[config.mk]
export PLATFORM = sky130hd
export DESIGN_NAME = pr_read_arbiter
export DESIGN_NICKNAME = d
export VERILOG_FILES = /design/src/rtl/pr_read_arbiter.sv
export SDC_FILE = /design/constraint.sdc
export NUM_CORES = 1
export LEC_CHECK = 0
export CAP_MARGIN = 20
export CORE_AREA = 2 2 544 546
export DETAILED_ROUTE_END_ITERATION = 16
export DIE_AREA = 0 0 546 548
export PLACE_DENSITY_LB_ADDON = 0.08
export SYNTH_ARGS = -nofsm -noshare
export SYNTH_HDL_FRONTEND = slang
export SYNTH_SLANG_ARGS = --single-unit
[constraint.sdc]
create_clock -name clk -period 5.1 [get_ports clk]
set_input_delay 0.765 -clock clk [delete_from_list [all_inputs] [get_ports clk]]
set_output_delay 0.765 -clock clk [all_outputs]
set_load 0.05 [all_outputs]
[src/rtl/pr_read_arbiter.sv]
// AXI read-address arbiter for the PageRank engine: round-robin AR sharing with per-ID credits and R steering by rid_m.
// Optional macro PR_RD_ARB_PRIO_EN gives requester N_REQ-1 strict priority over the round-robin group.
module pr_read_arbiter #(
    parameter int N_REQ     = 3,
    parameter int MAX_OUTST = 4,
    parameter int CNT_W     = 3
) (
    input  logic                     clk,
    input  logic                     rst,
    input  logic [N_REQ-1:0]         req_valid,
    input  logic [N_REQ*64-1:0]      req_addr,
    input  logic [N_REQ*8-1:0]       req_len,
    output logic [N_REQ-1:0]         req_ready,
    output logic [15:0]              arid_m,
    output logic [63:0]              araddr_m,
    output logic [7:0]               arlen_m,
    output logic [2:0]               arsize_m,
    output logic                     arvalid_m,
    input  logic                     arready_m,
    input  logic [15:0]              rid_m,
    input  logic [511:0]             rdata_m,
    input  logic [1:0]               rresp_m,
    input  logic                     rlast_m,
    input  logic                     rvalid_m,
    output logic                     rready_m,
    output logic [N_REQ-1:0]         resp_valid,
    input  logic [N_REQ-1:0]         resp_ready,
    output logic [511:0]             resp_data,
    output logic                     resp_last,
    output logic                     resp_err,
    output logic [N_REQ*CNT_W-1:0]   outst_cnt,
    output logic                     err_bad_id,
    output logic                     idle
);

    localparam int PTR_W = (N_REQ > 1) ? $clog2(N_REQ) : 1;
`ifdef PR_RD_ARB_PRIO_EN
    localparam int RR_N = (N_REQ > 1) ? N_REQ - 1 : 1;
`endif

    typedef enum logic {S_ARB, S_ISSUE} state_t;

    state_t             r_state;
    state_t             w_state_nxt;
    logic [PTR_W-1:0]   r_ptr;
    logic [PTR_W-1:0]   w_ptr_nxt;
    logic [PTR_W-1:0]   w_win;
    logic               w_found;
    logic               w_grant;
    logic [N_REQ-1:0]   w_elig;
    logic [CNT_W-1:0]   r_cnt [N_REQ];
    logic [15:0]        r_arid;
    logic [63:0]        r_araddr;
    logic [7:0]         r_arlen;
    logic               r_arvalid;
    logic               r_err;
    logic               r_idle;
    logic               w_ar_hs;
    logic               w_rid_ok;
    logic               w_last_hs;
    logic [N_REQ-1:0]   w_inc;
    logic [N_REQ-1:0]   w_dec;
    logic               w_zero_dec;
    logic               w_all_zero;

    // Simultaneous issue and retire on one ID cancel out; a retire on an empty counter holds at zero.
    function automatic logic [CNT_W-1:0] cnt_next(input logic [CNT_W-1:0] cnt,
                                                  input logic inc, input logic dec);
        if (inc && !dec)
            return cnt + 1'b1;
        if (dec && !inc && (cnt != '0))
            return cnt - 1'b1;
        return cnt;
    endfunction

    for (genvar i = 0; i < N_REQ; i++) begin : g_req
        assign w_elig[i]     = req_valid[i] && (r_cnt[i] < CNT_W'(MAX_OUTST));
        assign w_inc[i]      = w_ar_hs && (r_arid == 16'(i));
        assign w_dec[i]      = w_last_hs && (rid_m == 16'(i));
        assign resp_valid[i] = rvalid_m && (rid_m == 16'(i));
        assign outst_cnt[CNT_W*i +: CNT_W] = r_cnt[i];
    end

    always_comb begin
        w_found   = 1'b0;
        w_win     = '0;
        w_ptr_nxt = r_ptr;
`ifdef PR_RD_ARB_PRIO_EN
        if (w_elig[N_REQ-1]) begin
            w_found = 1'b1;
            w_win   = PTR_W'(N_REQ - 1);
        end else begin
            for (int k = 0; k < RR_N; k++) begin
                if (!w_found && w_elig[(int'(r_ptr) + k) % RR_N]) begin
                    w_found = 1'b1;
                    w_win   = PTR_W'((int'(r_ptr) + k) % RR_N);
                end
            end
            if (w_found)
                w_ptr_nxt = PTR_W'((int'(w_win) + 1) % RR_N);
        end
`else
        for (int k = 0; k < N_REQ; k++) begin
            if (!w_found && w_elig[(int'(r_ptr) + k) % N_REQ]) begin
                w_found = 1'b1;
                w_win   = PTR_W'((int'(r_ptr) + k) % N_REQ);
            end
        end
        if (w_found)
            w_ptr_nxt = PTR_W'((int'(w_win) + 1) % N_REQ);
`endif
    end

    assign w_grant = w_found && (r_state == S_ARB) && !rst;
    assign w_ar_hs = r_arvalid && arready_m;

    always_comb begin
        w_state_nxt = r_state;
        case (r_state)
            S_ARB:   if (w_grant) w_state_nxt = S_ISSUE;
            S_ISSUE: if (w_ar_hs) w_state_nxt = S_ARB;
            default: w_state_nxt = S_ARB;
        endcase
    end

    always_comb begin
        req_ready = '0;
        if (w_grant)
            req_ready[w_win] = 1'b1;
    end

    always_ff @(posedge clk) begin
        if (rst)
            r_state <= S_ARB;
        else
            r_state <= w_state_nxt;
    end

    always_ff @(posedge clk) begin
        if (rst) begin
            r_ptr     <= '0;
            r_arid    <= '0;
            r_araddr  <= '0;
            r_arlen   <= '0;
            r_arvalid <= 1'b0;
        end else if (w_grant) begin
            r_ptr     <= w_ptr_nxt;
            r_arid    <= 16'(w_win);
            r_araddr  <= req_addr[64*int'(w_win) +: 64];
            r_arlen   <= req_len[8*int'(w_win) +: 8];
            r_arvalid <= 1'b1;
        end else if (w_ar_hs) begin
            r_arvalid <= 1'b0;
        end
    end

    // Beats with an unknown ID are always accepted so a stray ID cannot stall the R channel.
    assign w_rid_ok  = rid_m < 16'(N_REQ);
    assign rready_m  = w_rid_ok ? resp_ready[rid_m[PTR_W-1:0]] : 1'b1;
    assign w_last_hs = rvalid_m && rready_m && rlast_m && w_rid_ok;

    always_comb begin
        w_zero_dec = 1'b0;
        w_all_zero = 1'b1;
        for (int i = 0; i < N_REQ; i++) begin
            if (w_dec[i] && !w_inc[i] && (r_cnt[i] == '0))
                w_zero_dec = 1'b1;
            if (r_cnt[i] != '0)
                w_all_zero = 1'b0;
        end
    end

    always_ff @(posedge clk) begin
        for (int i = 0; i < N_REQ; i++) begin
            if (rst)
                r_cnt[i] <= '0;
            else
                r_cnt[i] <= cnt_next(r_cnt[i], w_inc[i], w_dec[i]);
        end
    end

    always_ff @(posedge clk) begin
        if (rst) begin
            r_err  <= 1'b0;
            r_idle <= 1'b1;
        end else begin
            if ((rvalid_m && !w_rid_ok) || w_zero_dec)
                r_err <= 1'b1;
            r_idle <= !r_arvalid && w_all_zero;
        end
    end

    assign arid_m     = r_arid;
    assign araddr_m   = r_araddr;
    assign arlen_m    = r_arlen;
    assign arsize_m   = 3'b011;
    assign arvalid_m  = r_arvalid;
    assign resp_data  = rdata_m;
    assign resp_last  = rlast_m;
    assign resp_err   = |rresp_m;
    assign err_bad_id = r_err;
    assign idle       = r_idle;

endmodule

==> metrics.yaml <==
status: "finished, final reports clean"
final_cell_mix: "330 x clkdlybuf4s50_1, 89 x dfxtp_1, 84 x nor2_1"
clk_path_buf_depth: 2
yosysWarnings: 0
period_share_pct: 82.4
crit_type: "input pin to output port"
synth_seq_cells: 89
highest_layer: "met5"
die_y_microns: 548
crit_arrival_ns: 3.44
dr.pass1.iters: 7
syn_to_final_growth_pct: 45.7
totalWireLength_microns: 117000
synth_top_family_by_area: "buffers and inverters"
cts_resized: 0
core_area_sq_um: 293000
cp-start-kind: "input pin"
synth_edf_count: 0
die_area_sq_um: 299000
dpl.hpwl_microns: 96700
crit_required_ns: 4.34
port_buffers: 339
grt_antenna_before_repair: 12
slew_headroom_pct: 27.4
rsz0062_at_grt: "no"
async_flop_share_pct: 0
synthXorXnorAreaFrac_pct: 0.0879
hold_path_class: "register to register"
layout_commonest_cell: "clkdlybuf4s50_1"
grt_start_max_net_pins: 77
grt_usage_pct: 7.52
yosys.area_share.adder_pct: 1.23
post-cts-setup-buffers: 0
clkSinkCount: 89
rows: 199
fmaxAchievable_ghz: 0.238
met1_length_microns: 23200
drt_iter0_markers: 303
muxShareOfSynthArea_pct: 1.19
grt_pass1_wl_microns: 139000
hold_violations: 0
cts_tree: "yes"
routed-wl-met2_microns: 58800
setup_violations: 0
critPathMaxFanout: 23
cts-root-buf: "clkbuf_16"
syn-instance-count: 1219
die_x_microns: 546
routabilityCongestion: 0.646
final_nets: 1746
wl_per_cell_microns: 23.8
ios: 1381
end_kind: "output port"
slew_violations: 0
clkLatencyLatePin_ns: 0.44
start_util_pct: 3.40
syn-cell-area_sq_um: 9960
wl_met3_microns: 24100
vias: 8264
synth_compound_area_share_pct: 27.3
grt_pass1_vias: 9369
yosysSeqAreaShare_pct: 17.9
htree_levels: 3
overflow: 0
powerDensity_nw_per_um2: 424
drive_gt1_share_pct: 10.1
r2r_setup_slack_ns: 1.72
numCtsBuffers: 9
syn_avg_cell_area_sq_um: 8.17
worst_slew_pin_slew_ns: 1.09
ctsHoldBuffers: 0
synthSimpleGateAreaFrac_pct: 7.56
min_period_ns: 4.20
antenna_left: 0
ir_worst_vdd_uv: 262
fin_util_pct: 4.95
drc_errors: 0
vias_per_cell: 1.68
fin_skew_ns: 0.0198
cts.reportedPaths.clkPinSlew_ns: 0.10
synth_flop_cell: "dfxtp_1"
drv_cap: 0
synth.distinct_cells: 59
fin_tns_setup_ns: 0
leakagePower_uw: 0.00365
-- synth_stat cells (2+ instances only) --
cell / number / area (sq um)
buf_4: 539 / 4050
dfxtp_1: 89 / 1780
nor2_1: 85 / 319
a2bb2oi_1: 72 / 631
a31oi_1: 72 / 450
o211ai_1: 72 / 541
clkbuf_1: 48 / 180
o41ai_1: 41 / 359
o41ai_2: 31 / 504
buf_2: 27 / 135
nand2_1: 14 / 52.6
a21oi_1: 11 / 55.1
inv_1: 10 / 37.5
nor2b_1: 8 / 50.1
nand3_1: 7 / 35.0
nor3_1: 7 / 35.0
buf_1: 6 / 22.5
ha_1: 5 / 62.6
nor4_1: 5 / 31.3
mux2_2: 4 / 45.0
mux2i_1: 4 / 40.0
nor3b_1: 4 / 30.0
o21ai_0: 4 / 20.0
fa_1: 3 / 60.1
mux2_1: 3 / 33.8
nand2b_1: 3 / 18.8
o31ai_1: 3 / 22.5
or2_2: 3 / 18.8
or3_1: 3 / 18.8
a21o_1: 2 / 15.0
buf_6: 2 / 22.5
conb_1: 2 / 7.51
nand2b_4: 2 / 27.5
o21a_1: 2 / 15.0
o21ai_1: 2 / 10.0
-- flip-flops by register name, indices dropped and copies added (netlist names) --
signal	count
arlen_m	8
arid_m	2
r_cnt	9
r_state	1
err_bad_id	1
arvalid_m	1
idle	1
araddr_m	64
r_ptr	2
-- metrics by stage --
stage / setup slack (ns) / hold WS [ns] / cell area (sq um) / power (uW) / instances
after floorplan: 1.34 / 0.470 / 10000 / 4600 / 1234
after CTS: 0.732 / 0.517 / 14500 / 6530 / 4905
after detailed placement: 0.758 / 0.494 / 14200 / 5560 / 4889
after global routing: 0.645 / 0.541 / 14500 / 6590 / 4906
final: 0.898 / 0.507 / 14500 / 6150 / 4912
after global placement: 0.728 / 0.493 / 14200 / 5610 / 4889
-- critical path, cell delays in order --
cell and delay (ns):
clkdlybuf4s50_1 0.46, nand2b_1 0.18, o211a_4 0.42, nand2_4 0.15, ha_1 0.16, nor3b_1 0.27, clkdlybuf4s50_1 1.00
-- power by group --
group          internal [uW]  switching (uW)  total (uW)  leakage [uW]
Combinational           1360            2770        4120       0.00278
Clock                    344             496         840      0.000136
Sequential               960             226        1190      0.000733
-- layout make-up --
type                       count  area (sq um)
antenna                        7          17.5
clock buffer                   9           225
clock inverter                 7          60.1
fill                       34693        279000
inverter                      11          43.8
multi-input combinational    512          3860
sequential                    89          1780
tap                         3919          4900
timing repair buffer         358          3620
-- logic make-up after synthesis --
| group | Yosys count |
|---|---|
| compound gates | 322 |
| xor+xnor | 1 |
| fa+ha+maj | 8 |
| buf+inv | 633 |
| flops | 89 |
| mux | 11 |
| other cells | 2 |
| simple gates | 153 |
-- layer usage --
layer  track usage [%]  vias up
met3              6.99      384
met4              6.37        8
met5            0.0158        -
met2              13.4      760
met1              4.22     3785
li1                  -     3327
-- final timing paths --
kind,start,end,cells past startpoint
max,req_valid[1],req_ready[0],7
min reg2reg,r_ptr[0],r_ptr[0],2
max reg2reg,r_ptr[0],araddr_m[54],9
min,r_ptr[0],r_ptr[0],2
(Power assumes the default switching activity.)
